[src/rtl/return_addr_stack_pkg.sv]
// Shared definitions for the return-address stack: default sizing tied to the PC
// and the push/pop opcode decode.
package return_addr_stack_pkg;

  localparam int RAS_PC_WIDTH = 10;
  localparam int RAS_DEPTH    = 8;

  typedef enum logic [1:0] {
    OP_NONE = 2'b00,
    OP_POP  = 2'b01,
    OP_PUSH = 2'b10,
    OP_REPL = 2'b11
  } ras_op_e;

endpackage

[src/rtl/ras_mem.sv]
// Return-address storage: DEPTH x WIDTH register file, one synchronous write port,
// one asynchronous read port, no reset.
module ras_mem #(
  parameter int WIDTH = 10,
  parameter int DEPTH = 8
) (
  input  logic                     clk,
  input  logic                     i_we,
  input  logic [$clog2(DEPTH)-1:0] i_waddr,
  input  logic [WIDTH-1:0]         i_wdata,
  input  logic [$clog2(DEPTH)-1:0] i_raddr,
  output logic [WIDTH-1:0]         o_rdata
);

  logic [WIDTH-1:0] r_mem [DEPTH];

  always_ff @(posedge clk) begin
    if (i_we) r_mem[i_waddr] <= i_wdata;
  end

  assign o_rdata = r_mem[i_raddr];

endmodule

[src/rtl/return_addr_stack.sv]
// Hardware return-address stack for CALL/RET. Top-of-stack is combinational so a RET
// can redirect the PC in its own cycle; pointer, occupancy and error flags update on the edge.
module return_addr_stack
  import return_addr_stack_pkg::*;
#(
  parameter int WIDTH    = RAS_PC_WIDTH,
  parameter int DEPTH    = RAS_DEPTH,
  parameter bit OVF_WRAP = 1'b0
) (
  input  logic                       clk,
  input  logic                       reset,
  input  logic                       push,
  input  logic                       pop,
  input  logic [WIDTH-1:0]           push_data,
  input  logic                       err_clr,
  output logic [WIDTH-1:0]           top,
  output logic                       empty,
  output logic                       full,
  output logic [$clog2(DEPTH+1)-1:0] count,
  output logic                       overflow_err,
  output logic                       underflow_err
);

  localparam int SPW = $clog2(DEPTH);
  localparam int CW  = $clog2(DEPTH+1);

  logic [SPW-1:0]   r_sp;
  logic [CW-1:0]    r_count;
  logic             r_ovf;
  logic             r_unf;

  logic             w_empty;
  logic             w_full;
  logic [SPW-1:0]   w_top_addr;
  logic [WIDTH-1:0] w_rdata;
  ras_op_e          w_op;

  logic             w_we;
  logic [SPW-1:0]   w_waddr;
  logic [SPW-1:0]   w_sp_nxt;
  logic [CW-1:0]    w_count_nxt;
  logic             w_ovf_evt;
  logic             w_unf_evt;

  assign w_empty    = (r_count == '0);
  assign w_full     = (r_count == CW'(DEPTH));
  assign w_top_addr = r_sp - SPW'(1);
  assign w_op       = ras_op_e'({push, pop});

  always_comb begin
    w_we        = 1'b0;
    w_waddr     = r_sp;
    w_sp_nxt    = r_sp;
    w_count_nxt = r_count;
    w_ovf_evt   = 1'b0;
    w_unf_evt   = 1'b0;
    case (w_op)
      OP_PUSH: begin
        if (!w_full) begin
          w_we        = 1'b1;
          w_sp_nxt    = r_sp + SPW'(1);
          w_count_nxt = r_count + CW'(1);
        end else begin
          w_ovf_evt = 1'b1;
          // Circular mode: the slot at sp holds the oldest entry once full.
          if (OVF_WRAP) begin
            w_we     = 1'b1;
            w_sp_nxt = r_sp + SPW'(1);
          end
        end
      end
      OP_POP: begin
        if (!w_empty) begin
          w_sp_nxt    = r_sp - SPW'(1);
          w_count_nxt = r_count - CW'(1);
        end else begin
          w_unf_evt = 1'b1;
        end
      end
      OP_REPL: begin
        w_we = 1'b1;
        if (!w_empty) begin
          w_waddr = w_top_addr;
        end else begin
          w_sp_nxt    = r_sp + SPW'(1);
          w_count_nxt = CW'(1);
          w_unf_evt   = 1'b1;
        end
      end
      default: ;
    endcase
  end

  always_ff @(posedge clk or posedge reset) begin
    if (reset) begin
      r_sp    <= '0;
      r_count <= '0;
      r_ovf   <= 1'b0;
      r_unf   <= 1'b0;
    end else begin
      r_sp    <= w_sp_nxt;
      r_count <= w_count_nxt;
      // A new error on the same edge as err_clr keeps the flag set.
      r_ovf   <= w_ovf_evt | (r_ovf & ~err_clr);
      r_unf   <= w_unf_evt | (r_unf & ~err_clr);
    end
  end

  ras_mem #(
    .WIDTH (WIDTH),
    .DEPTH (DEPTH)
  ) u_mem (
    .clk     (clk),
    .i_we    (w_we),
    .i_waddr (w_waddr),
    .i_wdata (push_data),
    .i_raddr (w_top_addr),
    .o_rdata (w_rdata)
  );

  assign top           = w_empty ? '0 : w_rdata;
  assign empty         = w_empty;
  assign full          = w_full;
  assign count         = r_count;
  assign overflow_err  = r_ovf;
  assign underflow_err = r_unf;

endmodule

[config.mk]
export PLATFORM = sky130hd
export DESIGN_NAME = return_addr_stack
export DESIGN_NICKNAME = d
export VERILOG_FILES = /design/src/rtl/return_addr_stack_pkg.sv /design/src/rtl/ras_mem.sv /design/src/rtl/return_addr_stack.sv
export SDC_FILE = /design/constraint.sdc
export NUM_CORES = 1
export LEC_CHECK = 0
export ABC_CLOCK_PERIOD_IN_PS = 6740
export CAP_MARGIN = 25
export CELL_PAD_IN_SITES_DETAIL_PLACEMENT = 1
export CELL_PAD_IN_SITES_GLOBAL_PLACEMENT = 2
export CORE_MARGIN = 10
export CORE_UTILIZATION = 45
export CTS_BUF_LIST = sky130_fd_sc_hd__clkbuf_16
export DETAILED_ROUTE_END_ITERATION = 8
export HOLD_SLACK_MARGIN = 0.02
export PLACE_DENSITY = 0.95
export RECOVER_POWER = 50
export SYNTH_ARGS = -nofsm -noshare
export SYNTH_HDL_FRONTEND = slang
export SYNTH_SLANG_ARGS = --single-unit
export TNS_END_PERCENT = 5
[constraint.sdc]
create_clock -name clk -period 6.74 [get_ports clk]
set_clock_uncertainty 0.2 [all_clocks]
set_input_delay 0.674 -clock clk [delete_from_list [all_inputs] [get_ports clk]]
set_output_delay 0.674 -clock clk [all_outputs]
set_load 0.005 [all_outputs]
* After elaboration in Yosys (flattened, before gate mapping)
Memory sizes are Yosys's and may differ from the RTL's.
Cells that the tools add are included.
W data, S select, Z words.
** Storage, ports and cells
- Register bits after elaboration :: 9
- Memory bits (writable) :: 80
- Output and inout port bits :: 18
- Logic and storage cells :: 44
- Memories kept :: 1
** Cells by class
- Add/subtract/negate cells :: 4
- Eq/ne operators :: 7
- Mux-type cells :: 18
- Bitwise logic cells :: 5
- Reduce and logical (&&, ||, !) cells :: 5
** Memories
- u_mem.r_mem :: words 8, bits a word 10, read ports 1, clocked after Yosys merged registers in 0, write ports 1, line ras_mem.sv:15 : logic [WIDTH-1:0] r_mem [DEPTH];
** Operator list (count)
- $mux W3 :: 4
- $mux W4 :: 3
- $pmux W4 S3 :: 1
- $mux W10 :: 1
- $pmux W3 S3 :: 1
- $mux W1 :: 7
- $ne A2 B2 Y1 const B :: 3
- $add A4 B1 Y4 const B :: 1
- $eq A2 B2 Y1 const B :: 2
- $eq A4 B4 Y1 const B :: 1
- $logic_not A4 Y1 :: 1
- $reduce_and A4 Y1 :: 1
- $sub A4 B1 Y4 const B :: 1
- $add A3 B1 Y3 const B :: 1
- $reduce_and A3 Y1 :: 1
- $reduce_bool A3 Y1 :: 1
- $sub A3 B1 Y3 const B :: 1
- $and A1 B1 Y1 :: 2
- $eq A2 B1 Y1 const B :: 1
- $or A1 B1 Y1 :: 2
- $pmux W1 S2 :: 1
- $reduce_or A2 Y1 :: 1
- $not A1 Y1 :: 1

* Depth between registers and ports, before layout
- Depth in word-level cells :: 5
- Depth in mapped cells :: 9
- Mapped depth without buffers :: 7

* By module
From an unflattened synthesis, not the netlist that was laid out.
** Second synthesis, totals
- Cell total of the unflattened synthesis :: 221
- Area, all modules :: 3905.0 um^2
** By module, submodules not included
- ras_mem :: times used 1, cells each 128, area an instance 3133.0 um^2, seq. area each 2402.3 um^2
- return_addr_stack :: times used 1, cells each 93, area an instance 772.0 um^2, seq. area each 225.2 um^2

* Worst setup path before layout
Ideal clock, no wire load.
- Path kind :: register -> output
- Start :: reg r_sp[0]
- End :: out top[3]
- Data arrival time :: 2.213 ns
- Setup slack :: 3.653 ns
- Stages on the path, launching flop included :: 10
- Cell sequence :: dfrtp_1 -> buf_2 -> buf_2 -> inv_1 -> ha_1 -> clkbuf_1 -> clkbuf_1 -> mux4_2 -> nand2_1 -> a21oi_1
** On the way
- Word-level cells in the longest chain between the ends :: 3
** RTL lines
- start: declaration :: line return_addr_stack.sv:27 : logic [SPW-1:0] r_sp;
- start signal: assignment :: line return_addr_stack.sv:101 : r_sp <= w_sp_nxt;
- $sub A3 B1 Y3 :: line return_addr_stack.sv:47 : assign w_top_addr = r_sp - SPW'(1);
- $mem_v2 Z8 W10
- $mux W10 :: line return_addr_stack.sv:121 : assign top = w_empty ? '0 : w_rdata;
- end: declaration :: line return_addr_stack.sv:16 : output logic [WIDTH-1:0] top,
No other way between the ends.

* Worst setup path in the final report
Ends and elaborated chain as after synthesis.

==> impl_metrics.env <==
export IMPL_netlist_area_um2=3827
export IMPL_period_needed_ps=3995
export IMPL_finalWorstSetupSlack_ps=2745
export IMPL_fillers=778
export IMPL_final_area_um2=4613
export IMPL_ys_warn_count=0
export IMPL_path_max_fanout=25
export IMPL_worstSetupPathDepth=8
export IMPL_grt_pass1_vias=2506
export IMPL_critPathBufInv=4
export IMPL_critical_path_class="reg -> out"
export IMPL_start_util_pct=46.35
export IMPL_p_switching_mw=0.8067
export IMPL_ys_dominant_reg_cell="edfxtp_1"
export IMPL_clk_insertion_delay_late_ps=340
export IMPL_ios=33
export IMPL_die_area_um2=12590
export IMPL_grt_max_degree=26
export IMPL_nets=298
export IMPL_via_per_inst=5.946
export IMPL_ys_seq_area_share_pct=68.65
export IMPL_run_status="completed"
export IMPL_antenna_found_initial=0
export IMPL_placed_area_um2=4259
export IMPL_ys_seq_elements=89
export IMPL_vias=2319
export IMPL_area_growth_pct=20.53
export IMPL_p_comb_share_pct=44.2
export IMPL_min_path_cells=2
export IMPL_slew_headroom_pct=48.35
export IMPL_dp_hpwl_mm=6.311
export IMPL_hold_buffers=0
export IMPL_internal_power_mw=1.543
export IMPL_start_kind="flip-flop"
export IMPL_arrival_ps=3120
export IMPL_post_cts_setup_buffer_count=0
export IMPL_numPortBuffers=32
export IMPL_synth_avg_cell_area_um2=15.88
export IMPL_rows=33
export IMPL_power_density_nw_per_um2=509.4
export IMPL_reg2regPathDepth=6
export IMPL_tns_ps=0
export IMPL_clock_sinks=89
export IMPL_async_reset_ff_share_pct=10.11
export IMPL_cpPeakStageDelay_ps=600
export IMPL_finalCritPeriodShare_pct=59.27
export IMPL_switching_share_pct=34.32
export IMPL_final_antenna_net_count=0
export IMPL_placedCellCount=371
export IMPL_antennaDiodeCount=0
export IMPL_dp_slack_ps=2605
export IMPL_track_usage_pct=16.20
export IMPL_ir_worst_vdd_v=0.0002494
export IMPL_p_leak_nw=1.598
export IMPL_worst_r2r_setup_slack_ps=2950
export IMPL_finalNonFillerCells=390
export IMPL_cts_max_path_buffers=2
export IMPL_hold_path_class="reg -> reg"
export IMPL_drc_errors=0
export IMPL_drtIter0Drc=149
export IMPL_coreArea_um2=8258
export IMPL_cts_buffers=9
export IMPL_finalSetupViolCount=0
export IMPL_synth_cells=241
export IMPL_drv_cap=0
export IMPL_routed_wl_mm=10.06
export IMPL_cp_top_family="buffers and inverters"
export IMPL_synth_cell_types=36
export IMPL_grt_setup_unrepaired="no"
export IMPL_worst_path_max_delay_cell="clkdlybuf4s50_1"
export IMPL_die_w_um=112.2
export IMPL_maxSlewViolCount=0
export IMPL_clockRootBuffer="clkbuf_16"
export IMPL_drt_pass1_iterations=4
export IMPL_cp_required_ps=5870
export IMPL_worst_pin_slew_ps=770.5
export IMPL_place_gp_congestion=0.7800
export IMPL_clkPwrFrac_pct=23.0
export IMPL_post_drt_wl_per_cell_um=25.79
export IMPL_post_cts_resized=0
export IMPL_clk_pin_slew_worst_paths_ps=60
export IMPL_hold_violations=0
export IMPL_synth_edf_count=80
export IMPL_max_freq_mhz=250.3
export IMPL_cp_cell_sequence="buf_4 > inv_1 > ha_1 > buf_16 > mux4_2 > nand2_1 > a21oi_1 > clkdlybuf4s50_1"
export IMPL_pwr_share_seq_pct=32.8
export IMPL_syn_num_nets=259
export IMPL_grt_pass1_wl_mm=15.59
export IMPL_htreeDepth=3
export IMPL_gr_total_overflow=0
export IMPL_end_kind="primary output"
export IMPL_die_h_um=112.2
export IMPL_drive_above_1_share_pct=18.25
export IMPL_cts_tree="built"
-- per-stage QoR --
step | power, mW | hold slack (ps) | util [%]
finish | 2.350 | 333.7 | 55.86
global route | 2.492 | 382.0 | 55.86
CTS | 2.347 | 357.6 | 55.53
detailed placement | 1.789 | 345.7 | 51.58
global placement | 1.715 | 311.3 | 51.03
floorplan | 1.342 | 301.9 | -
-- state kept, by name, summed over array words and instances (netlist names) --
register       flops
count              4
overflow_err       1
r_sp               3
underflow_err      1
u_mem.r_mem       80
-- kinds of logic after synthesis --
| logic type | count (synthesis) | share of synthesized area (%) |
|---|---|---|
| buf+inv | 26 | 3.988 |
| fa+ha+maj | 3 | 0.9808 |
| compound gates | 33 | 5.623 |
| simple gates | 63 | 7.356 |
| mux | 21 | 12.03 |
| xor+xnor | 6 | 1.373 |
| flops | 89 | 68.65 |
-- per-layer routing --
metal	vias to the layer above	wire (um)	track usage, %	share of wire [%]
met1	1196	3829	19.13	38
met5	-	0	0	0
li1	1001	-	-	-
met3	24	650	3.887	6.5
met2	98	5378	28.04	53
met4	0	199	5.922	2.0
-- final cells by class --
type                       count  area [um2]  area share (%)
clock buffer                   9       225.2           4.882
clock inverter                 7       101.3           2.197
inverter                      10       38.79          0.8408
multi-input combinational    126        1044           22.62
sequential                    89        2628           56.96
tap                          105       131.4           2.848
timing repair buffer          44       445.4           9.656
-- synth_stat cells, drive strengths merged (2+ instances only) --
library cell | count | area share, %
and2b | 2 | 0.43
a31oi | 3 | 0.49
a32oi | 2 | 0.46
mux4 | 20 | 12
dfrtp | 9 | 5.9
edfxtp | 80 | 63
a21oi | 15 | 2.0
xnor2 | 5 | 1.1
nand2 | 27 | 2.6
o221ai | 3 | 0.69
clkbuf | 6 | 0.59
nor2 | 19 | 1.9
inv | 9 | 0.88
o21ai | 3 | 0.39
ha | 3 | 0.98
nor4 | 2 | 0.33
buf | 10 | 2.1
nand3 | 2 | 0.26
and3 | 2 | 0.33
nor3 | 7 | 1.0
-- power by group through the flow --
stage,logic [mW],registers (mW),clock network [mW]
floorplan,0.599,0.743,0
finish,1.04,0.770,0.542
global route,1.14,0.781,0.573
global placement,0.946,0.769,0
detailed placement,1.01,0.779,0
CTS,1.03,0.770,0.551
-- worst min-delay path, cell delays in order, from the launching register on --
cell     delay, ps
dfrtp_1        370
inv_1           50
o21ai_0         70
-- path summary, 6_finish.rpt --
check	startpoint	end
max in group asynchronous	reset	underflow_err
min in group asynchronous	reset	overflow_err
max	r_sp[0]	top[3]
max reg2reg	count[1]	u_mem.r_mem[0][8]
min reg2reg	underflow_err	underflow_err
min	underflow_err	underflow_err
-- cells in the final DEF, fill, tap and decap left out, types with 3 or more instances in the layout --
master / instances
a31oi_1: 3
dlygate4sd3_1: 17
clkbuf_16: 9
buf_6: 4
nor3_1: 6
a21oi_1: 15
inv_1: 9
nand2_1: 27
ha_1: 3
edfxtp_1: 80
mux4_2: 20
clkdlybuf4s50_1: 15
o221ai_1: 3
o21ai_0: 3
dfrtp_1: 9
nor2_1: 19
buf_4: 7
xnor2_1: 5
Note: power is estimated with default switching activity, not from simulation.
